`src/rtl/traffic_pkg.sv`:
```
// Shared encodings for the traffic-light controller and its sequence monitor:
// FSM states, fault codes, lamp patterns and the legal phase order.
package traffic_pkg;

  // Phase states use the same values as the phase output; FAULT reads as phase 0.
  typedef enum logic [2:0] {
    ST_IDLE  = 3'd0,
    ST_RED   = 3'd1,
    ST_GREEN = 3'd2,
    ST_AMBER = 3'd3,
    ST_FAULT = 3'd4
  } state_t;

  typedef enum logic [2:0] {
    FC_NONE  = 3'd0,
    FC_MULTI = 3'd1,
    FC_ORDER = 3'd2,
    FC_SHORT = 3'd3,
    FC_LONG  = 3'd4,
    FC_DARK  = 3'd5
  } fault_code_t;

  // Lamp vectors are {red, amber, green}.
  localparam logic [2:0] LAMP_DARK  = 3'b000;
  localparam logic [2:0] LAMP_RED   = 3'b100;
  localparam logic [2:0] LAMP_AMBER = 3'b010;
  localparam logic [2:0] LAMP_GREEN = 3'b001;

  function automatic logic [2:0] lamp_of(input state_t s);
    case (s)
      ST_RED:   lamp_of = LAMP_RED;
      ST_GREEN: lamp_of = LAMP_GREEN;
      ST_AMBER: lamp_of = LAMP_AMBER;
      default:  lamp_of = LAMP_DARK;
    endcase
  endfunction

  function automatic state_t next_phase(input state_t s);
    case (s)
      ST_RED:   next_phase = ST_GREEN;
      ST_GREEN: next_phase = ST_AMBER;
      ST_AMBER: next_phase = ST_RED;
      default:  next_phase = ST_IDLE;
    endcase
  endfunction

endpackage

```
`src/rtl/tic_counter.sv`:
```
// Saturating up-counter with synchronous clear; used for dwell and flash timing.
module tic_counter #(
  parameter int W = 8
) (
  input  logic         clock,
  input  logic         reset,
  input  logic         i_en,
  input  logic         i_clr,
  output logic [W-1:0] o_count
);

  localparam logic [W-1:0] ONE = {{(W-1){1'b0}}, 1'b1};

  logic [W-1:0] r_count;

  always_ff @(posedge clock or posedge reset) begin
    if (reset) begin
      r_count <= '0;
    end else if (i_clr) begin
      r_count <= '0;
    end else if (i_en && (r_count != '1)) begin
      r_count <= r_count + ONE;
    end
  end

  assign o_count = r_count;

endmodule

```
`src/rtl/light_sequence_monitor.sv`:
```
// Watches the lamp drives of a traffic-light controller, checks phase order and
// dwell timing in tics, and latches a fault code with a flashing safe-mode output.
module light_sequence_monitor
  import traffic_pkg::*;
#(
  parameter int RED_TICS   = 35,
  parameter int AMBER_TICS = 3,
  parameter int GREEN_TICS = 20,
  parameter int TOL        = 1,
  parameter int FLASH_TICS = 2
) (
  input  logic        clock,
  input  logic        reset,
  input  logic        tic,
  input  logic        red,
  input  logic        amber,
  input  logic        green,
  input  logic        clear,
  output logic [1:0]  phase,
  output logic        fault,
  output logic [2:0]  fault_code,
  output logic        flash,
  output logic [15:0] cycles
);

  localparam logic [8:0] RED_SHORT   = 9'(RED_TICS - TOL);
  localparam logic [8:0] RED_LONG    = 9'(RED_TICS + TOL + 1);
  localparam logic [8:0] GREEN_SHORT = 9'(GREEN_TICS - TOL);
  localparam logic [8:0] GREEN_LONG  = 9'(GREEN_TICS + TOL + 1);
  localparam logic [8:0] AMBER_SHORT = 9'(AMBER_TICS - TOL);
  localparam logic [8:0] AMBER_LONG  = 9'(AMBER_TICS + TOL + 1);
  localparam logic [7:0] FLASH_LAST  = 8'(FLASH_TICS - 1);

  state_t      r_state;
  fault_code_t r_code;
  logic        r_fault;
  logic        r_flash;
  logic        r_dark;
  logic [15:0] r_cycles;

  state_t      w_next_state;
  fault_code_t w_new_code;
  logic        w_dark_next;
  logic [2:0]  w_lamps;
  logic        w_multi;
  logic [7:0]  w_dwell;
  logic [7:0]  w_dwell_inc;
  logic [7:0]  w_ftic;
  logic [8:0]  w_short_lim;
  logic [8:0]  w_long_lim;
  logic        w_dwell_short;
  logic        w_dwell_long;
  logic        w_dwell_clr;
  logic        w_flash_wrap;
  logic        w_flash_clr;

  assign w_lamps = {red, amber, green};
  assign w_multi = ($countones(w_lamps) > 1);

  // Dwell as it will stand after this cycle's tic, used for the overstay check.
  assign w_dwell_inc   = (tic && (w_dwell != 8'hFF)) ? (w_dwell + 8'd1) : w_dwell;
  assign w_dwell_short = ({1'b0, w_dwell} < w_short_lim);
  assign w_dwell_long  = ({1'b0, w_dwell_inc} >= w_long_lim);

  always_comb begin
    w_short_lim = 9'd0;
    w_long_lim  = 9'h1FF;
    case (r_state)
      ST_RED:   begin w_short_lim = RED_SHORT;   w_long_lim = RED_LONG;   end
      ST_GREEN: begin w_short_lim = GREEN_SHORT; w_long_lim = GREEN_LONG; end
      ST_AMBER: begin w_short_lim = AMBER_SHORT; w_long_lim = AMBER_LONG; end
      default:  begin w_short_lim = 9'd0;        w_long_lim = 9'h1FF;     end
    endcase
  end

  always_comb begin
    w_next_state = r_state;
    w_new_code   = FC_NONE;
    w_dark_next  = 1'b0;
    case (r_state)
      ST_FAULT: begin
        if (clear) w_next_state = ST_IDLE;
      end
      ST_IDLE: begin
        if (w_multi) begin
          w_next_state = ST_FAULT;
          w_new_code   = FC_MULTI;
        end else if (w_lamps == LAMP_RED) begin
          w_next_state = ST_RED;
        end
      end
      default: begin
        if (w_multi) begin
          w_next_state = ST_FAULT;
          w_new_code   = FC_MULTI;
        end else if (w_lamps == LAMP_DARK) begin
          // One dark tic is forgiven; the second one is a fault.
          w_dark_next = r_dark | tic;
          if (tic && r_dark) begin
            w_next_state = ST_FAULT;
            w_new_code   = FC_DARK;
          end else if (w_dwell_long) begin
            w_next_state = ST_FAULT;
            w_new_code   = FC_LONG;
          end
        end else if (w_lamps == lamp_of(r_state)) begin
          if (w_dwell_long) begin
            w_next_state = ST_FAULT;
            w_new_code   = FC_LONG;
          end
        end else if (w_lamps == lamp_of(next_phase(r_state))) begin
          if (w_dwell_short) begin
            w_next_state = ST_FAULT;
            w_new_code   = FC_SHORT;
          end else begin
            w_next_state = next_phase(r_state);
          end
        end else begin
          w_next_state = ST_FAULT;
          w_new_code   = FC_ORDER;
        end
      end
    endcase
  end

  // A tic coinciding with a phase change is dropped, so the new phase starts at 0.
  assign w_dwell_clr  = (w_next_state != r_state) || (r_state == ST_IDLE) || (r_state == ST_FAULT);
  assign w_flash_wrap = (r_state == ST_FAULT) && tic && (w_ftic == FLASH_LAST);
  assign w_flash_clr  = (r_state != ST_FAULT) || w_flash_wrap;

  tic_counter #(.W(8)) u_dwell (
    .clock   (clock),
    .reset   (reset),
    .i_en    (tic),
    .i_clr   (w_dwell_clr),
    .o_count (w_dwell)
  );

  tic_counter #(.W(8)) u_flash (
    .clock   (clock),
    .reset   (reset),
    .i_en    (tic),
    .i_clr   (w_flash_clr),
    .o_count (w_ftic)
  );

  always_ff @(posedge clock or posedge reset) begin
    if (reset) begin
      r_state  <= ST_IDLE;
      r_code   <= FC_NONE;
      r_fault  <= 1'b0;
      r_flash  <= 1'b0;
      r_dark   <= 1'b0;
      r_cycles <= 16'd0;
    end else begin
      r_state <= w_next_state;
      r_dark  <= w_dark_next;
      if ((w_next_state == ST_FAULT) && (r_state != ST_FAULT)) begin
        r_fault <= 1'b1;
        r_code  <= w_new_code;
        r_flash <= 1'b1;
      end else if ((r_state == ST_FAULT) && clear) begin
        r_fault <= 1'b0;
        r_code  <= FC_NONE;
        r_flash <= 1'b0;
      end else if (w_flash_wrap) begin
        r_flash <= ~r_flash;
      end
      if ((r_state == ST_AMBER) && (w_next_state == ST_RED)) begin
        r_cycles <= r_cycles + 16'd1;
      end
    end
  end

  assign phase      = r_state[1:0];
  assign fault      = r_fault;
  assign fault_code = r_code;
  assign flash      = r_flash;
  assign cycles     = r_cycles;

endmodule

```
`config.mk`:
```
export PLATFORM = sky130hd
export DESIGN_NAME = light_sequence_monitor
export DESIGN_NICKNAME = d
export VERILOG_FILES = /design/src/rtl/traffic_pkg.sv /design/src/rtl/tic_counter.sv /design/src/rtl/light_sequence_monitor.sv
export SDC_FILE = /design/constraint.sdc
export NUM_CORES = 1
export LEC_CHECK = 0
export CAP_MARGIN = 30
export CORE_MARGIN = 5
export CORE_UTILIZATION = 56
export DETAILED_ROUTE_END_ITERATION = 8
export GPL_TIMING_DRIVEN = 1
export PLACE_DENSITY_LB_ADDON = 0.1
export SETUP_SLACK_MARGIN = 0.1
export SLEW_MARGIN = 15
export SYNTH_ARGS = -nofsm -noshare
export SYNTH_HDL_FRONTEND = slang
export SYNTH_SLANG_ARGS = --single-unit
export TNS_END_PERCENT = 50
```
`constraint.sdc`:
```
create_clock -name clock -period 3.25 [get_ports clock]
set_clock_uncertainty 0.15 [all_clocks]
set_input_delay 0.4875 -clock clock [delete_from_list [all_inputs] [get_ports clock]]
set_output_delay 0.4875 -clock clock [all_outputs]
set_load 0.01 [all_outputs]
```
Word-level counts from Yosys, hierarchy flattened
Cells that the tools add are included.
{"block": "op_classes", "reduce_logical": 17, "n_div": 0, "n_lt_le_gt_ge": 3, "mul": 0, "addsub": 5, "eq_ne": 17, "bitwise_logic": 2, "mux": 50, "shifts": 0}
{"cell": "$mux 3", "n": 29}
{"cell": "$mux 8", "n": 4}
{"cell": "$pmux 9 s3", "n": 1}
{"cell": "$pmux 3 s3", "n": 2}
{"cell": "$pmux 6 s3", "n": 1}
{"cell": "$add 16x1->16 const B", "n": 1}
{"cell": "$add 8x1->8 const B", "n": 2}
{"cell": "$ne 8x8->1 const B", "n": 2}
{"cell": "$eq 3x2->1 const B", "n": 4}
{"cell": "$pmux 3 s2", "n": 2}
{"cell": "$eq 3x1->1 const B", "n": 3}
{"cell": "$eq 3x3->1 const B", "n": 3}
{"cell": "$ge 8x9->1", "n": 1}
{"cell": "$lt 8x9->1", "n": 1}
{"cell": "$mux 1", "n": 9}
{"cell": "$eq 8x1->1 const B", "n": 1}
{"cell": "$logic_and 1x1->1", "n": 8}
{"cell": "$eq 3x3->1", "n": 2}
{"cell": "$logic_not 3->1", "n": 2}
{"cell": "$pmux 2 s3", "n": 1}
{"cell": "$reduce_bool 2->1", "n": 2}
{"cell": "$add 2x1->3", "n": 1}
{"cell": "$gt 3x1->1 const B", "n": 1}
{"cell": "$logic_or 1x1->1", "n": 3}
{"cell": "8 further kinds", "n": 8}
{"block": "totals", "input_bits": 7, "ff_bits": 41, "ram_bits": 0, "elab_cells": 102, "romBits": 0, "n_memories": 0, "out_inout_bits": 23, "latch_bits": 0}

Logic depth before layout (Yosys ltp)
Gate-level depths: netlist of the first run.
{"block": "logic_depth", "word_depth": 26, "depth_mapped": 15, "mapped_depth_nobuf": 14}

By module
Synthesis of the first run repeated with hierarchy kept, for this count alone.
{"block": "hier_totals", "hier_cells": 319, "hier_area_um2": 2954.1}
{"mod": "light_sequence_monitor", "seq_area_each_um2": 625.6, "area_each_um2": 1945.6, "cells_per_inst": 221, "instances": 1}
{"mod": "tic_counter", "seq_area_each_um2": 200.2, "area_each_um2": 504.2, "cells_per_inst": 49, "instances": 2}

Worst setup path after synthesis of the first run
Ideal clock, no wire load.
{"block": "synth_path", "path_kind": "flip-flop to flip-flop", "startpoint": "register u_dwell.r_count[0], in the netlist u_dwell.o_count[0]", "endpoint": "register u_dwell.r_count[2], in the netlist u_dwell.o_count[2]", "arrival_time_ps": 2707, "path_slack_ps": 313, "n_path_buf": 1, "stages_incl_launch_ff": 16, "period_less_slack_ps": 2937, "required_ps": 3020, "path_cell_list": "dfrtp_1 -> ha_1 -> nand3_1 -> o21ai_1 -> nor2_1 -> nand2_1 -> xnor2_1 -> ha_1 -> nand2_1 -> o22ai_1 -> a21o_1 -> o211ai_1 -> nand3_2 -> or3_1 -> buf_6 -> nor3b_2"}
{"block": "synth_between", "elab_chain_len": 13, "elab_cells_between_ends": 18, "cone_classes": "add/sub (1); order compare (2); eq/ne (2); mux (10); reduce/logical (3)"}
{"element": "start: declaration", "line_no": "tic_counter.sv:14", "source": "logic [W-1:0] r_count;"}
{"element": "start signal: assignment", "line_no": "tic_counter.sv:22", "source": "r_count <= r_count + ONE;"}
{"element": "parallel branches: the longest is 12 deep, another holds $ge 8x9->1"}
{"element": "$mux 8 *", "line_no": "tic_counter.sv:19", "source": "end else if (i_clr) begin"}
Mark *: on every way between the ends.
A chain may end at the register's enable or synchronous reset.

Worst setup path after layout of the first run
{"block": "layout_path", "startpoint": "register u_dwell.r_count[0], in the netlist u_dwell.o_count[0]", "endpoint": "register r_flash, in the netlist flash"}
{"block": "layout_between", "elab_chain_len": 12, "elab_cells_between_ends": 18, "cone_classes": "add/sub (1); order compare (2); eq/ne (2); mux (10); reduce/logical (3)"}
{"element": "parallel branches: the longest is 6 deep, another holds $ge 8x9->1"}
{"element": "$mux 3 *", "line_no": "light_sequence_monitor.sv:96", "source": "end else if (w_lamps == LAMP_DARK) begin"}
{"element": "$mux 3 *", "line_no": "light_sequence_monitor.sv:93", "source": "if (w_multi) begin"}
{"element": "$pmux 3 s2 *", "line_no": "light_sequence_monitor.sv:80", "source": "case (r_state)"}
{"element": "$eq 3x3->1 *", "line_no": "light_sequence_monitor.sv:158", "source": "if ((w_next_state == ST_FAULT) && (r_state != ST_FAULT)) begin"}
{"element": "$logic_and 1x1->1 *", "line_no": "light_sequence_monitor.sv:158"}
{"element": "$reduce_bool 3->1 (no line) / $mux 1 (equally long branches)"}
{"element": "end signal: assignment", "line_no": "light_sequence_monitor.sv:167", "source": "r_flash <= ~r_flash;"}
{"element": "end: declaration", "line_no": "light_sequence_monitor.sv:37", "source": "logic r_flash;"}
Marked as above.

==> results.json, run 1 <==
{
  "worst_pin_slew_ns": 0.506,
  "ir_drop_v": 0.000343,
  "clockRootBuffer": "clkbuf_8",
  "synth_area_per_cell_sq_um": 9.27,
  "htreeDepth": 2,
  "synth_ff_type": "dfrtp_1",
  "ys_types": 62,
  "syn_inst": 276,
  "cp_data_required_time_ns": 3.28,
  "via_per_inst": 5.95,
  "cap_violations": 0,
  "gp_congestion": 0.923,
  "syn-num-nets": 294,
  "cts_buffers": 5,
  "yosysSeqAreaShare_pct": 40.1,
  "hold_viol_final": 0,
  "wire_per_inst_microns": 15.1,
  "r2r_cells": 13,
  "dpl_cell_area_sq_mm": 0.00297,
  "status": "completed",
  "fin_crit_sh_pct": 92.1,
  "async_reset_ff_share_pct": 100,
  "report.final.slew_viol_count": 0,
  "slew_headroom_pct": 66.3,
  "synth_top_area_share_pct": 40.1,
  "clockBufferDepth": 2,
  "min_path_type": "reg -> reg",
  "setup.reg_to_reg.worst_slack_ns": 0.26,
  "grt_pass1_vias": 2237,
  "cts_tree": "done",
  "p_leak_uw": 0.00137,
  "grt_pass1_wl_mm": 9.97,
  "syn_area_sq_mm": 0.00256,
  "cp_max_fo": 6,
  "path_class": "reg -> reg",
  "pin_count": 30,
  "synth-edff-count": 0,
  "port_buffers": 29,
  "drc": 0,
  "drt_iter0_drc": 246,
  "end_kind": "register",
  "clk_pin_slew_ns": 0.08,
  "rsz0062_at_grt": "false",
  "antenna_found_initial": 0,
  "timing.rr.end": "flash",
  "syn_to_final_growth_pct": 20.9,
  "diodes": 0,
  "layout.nets": 334,
  "grt-ovfl-total": 0,
  "fmax_mhz": 334,
  "die_width_microns": 77.6,
  "grt_max_degree": 42,
  "yosysTopAreaCell": "dfrtp_1",
  "critPathLaunchType": "register",
  "clock_sinks": 41,
  "die_h_microns": 77.6,
  "ys_warn_count": 0,
  "core_area_sq_mm": 0.00438,
  "clkLatencyLatePin_ns": 0.30,
  "period_minus_slack_ns": 2.99,
  "crit_path_end": "flash",
  "dieArea_sq_mm": 0.00602,
  "vias": 2195,
  "synthTopCellsByArea": "dfrtp_1, ha_1, xnor2_1",
  "post-synth-top-count-cell": "dfrtp_1",
  "startpoint": "u_dwell.o_count[0]",
  "drtAntennaViolNets": 0,
  "power_uw": 1210,
  "hpwlAfterDp_mm": 4.17,
  "synthTopCellsByCount": "dfrtp_1, nand2_1, nor2_1, nand3_1, xnor2_1",
  "finalSetupViolCount": 0,
  "routed_wl_mm": 5.59,
  "critical_path_arrival_ns": 3.03,
  "post-route-cell-area_sq_mm": 0.00309,
  "ys_ff_latch": 41,
  "r2r-start": "u_dwell.o_count[0]",
  "powerDensity_mw_per_mm2": 390,
  "drive_above_1_share_pct": 12.3,
  "grt_usage_pct": 19.9,
  "start_util_pct": 58.3,
  "fp-row-count": 24,
  "firstDrtPassIters": 4
}
-- worst min path at each step --
stage / start / to / slack [ns] / cells past startpoint
after global routing: cycles[15] / cycles[15] / 0.35 / 1
final: cycles[15] / cycles[15] / 0.32 / 1
after detailed placement: cycles[15] / cycles[15] / 0.31 / 1
after CTS: cycles[15] / cycles[15] / 0.32 / 1
after floorplan: r_dark / r_dark / 0.34 / 2
after global placement: cycles[15] / cycles[15] / 0.31 / 1
-- state kept, by name (all words and copies together), names as in the netlist --
signal,cells
cycles,16
fault,1
fault_code,3
flash,1
r_dark,1
r_state,3
u_dwell.o_count,8
u_flash.o_count,8
-- layer usage --
layer  up-vias  part of all wire, %  global-route usage, %
met5         -                    0                      0
met4         0                  1.5                   8.25
met3         9                  4.0                   4.40
met2        57                   48                   32.5
met1      1051                   47                   25.3
li1       1078                    -                      -
-- cell type report --
cell class,instances,area (sq um)
multi-input combinational,214,1440
fill,342,1290
sequential,41,1030
timing repair buffer,44,403
clock buffer,6,82.6
tap,52,65.1
clock inverter,2,37.5
inverter,10,37.5
-- repair_timing --
action / in CTS / in global routing
buffers inserted: 0 / 0
gates resized for setup: 0 / 2
hold endpoints to repair: 0 / 0
hold buffers: 0 / 0
setup endpoints to repair: 0 / 10
-- stage by stage --
stage	setup slack (ns)	utilization, %	hold slack [ns]	setup TNS [ns]	cells
floorplan	0.313	-	0.339	0	276
global placement	-0.0132	67.6	0.310	-0.0132	361
detailed placement	-0.0521	67.6	0.312	-0.0580	361
CTS	0.159	70.4	0.325	0	369
global route	0.0898	70.5	0.351	0	369
finish	0.257	70.5	0.322	0	369
-- logic make-up (layout without fill, tap and decap cells) --
family | after synthesis | in the layout | synth area share [%]
muxes | 4 | 4 | 1.61
xor gates and xnor gates | 23 | 23 | 7.88
AOI/OAI and AO/OA | 54 | 54 | 14.7
adders and majority gates | 11 | 11 | 5.38
DFF | 41 | 41 | 40.1
buffers and inverters | 21 | 62 | 3.82
and+or+nand+nor | 122 | 122 | 26.5
-- report_power, final --
group / internal [uW] / switching (uW)
clock network: 250 / 176
logic: 98.7 / 113
registers: 541 / 27.6
-- layout by cell type, fill, tap and decap left out, drive strengths merged, types with 3 or more instances in the layout --
master / count
a211oi: 3
a21o: 4
a21oi: 6
and3: 9
buf: 15
clkbuf: 6
clkdlybuf4s50: 29
dfrtp: 41
ha: 11
inv: 10
mux2i: 3
nand2: 27
nand2b: 4
nand3: 18
nand4: 11
nor2: 24
nor2b: 3
nor3: 4
nor3b: 4
o211ai: 3
o21a: 4
o21ai: 14
or3: 3
or4: 3
xnor2: 15
xor2: 8
-- critical path, cell delays in order, from the launching register on --
cell and delay (ns):
dfrtp_1 0.45, ha_2 0.27, nand3_1 0.11, o21ai_1 0.19, buf_4 0.15, xor2_1 0.23, ha_1 0.24, o21a_1 0.13
o21ai_0 0.07, o211ai_1 0.20, nand3_2 0.09, buf_4 0.17, o211a_4 0.26, nand3b_1 0.15
No activity file was read; power rests on OpenSTA's default activity.
==> run 2, diff against run 1 <==
--- a/config.mk
+++ b/config.mk
@@ -8,6 +8,7 @@
 export CAP_MARGIN = 30
 export CORE_MARGIN = 5
 export CORE_UTILIZATION = 56
+export CTS_BUF_LIST = sky130_fd_sc_hd__clkbuf_8 sky130_fd_sc_hd__clkbuf_16
 export DETAILED_ROUTE_END_ITERATION = 8
 export GPL_TIMING_DRIVEN = 1
 export PLACE_DENSITY_LB_ADDON = 0.1
==> results of run 2 <==
Same layout as run 1: the final DEF is identical, and so are final timing and power.
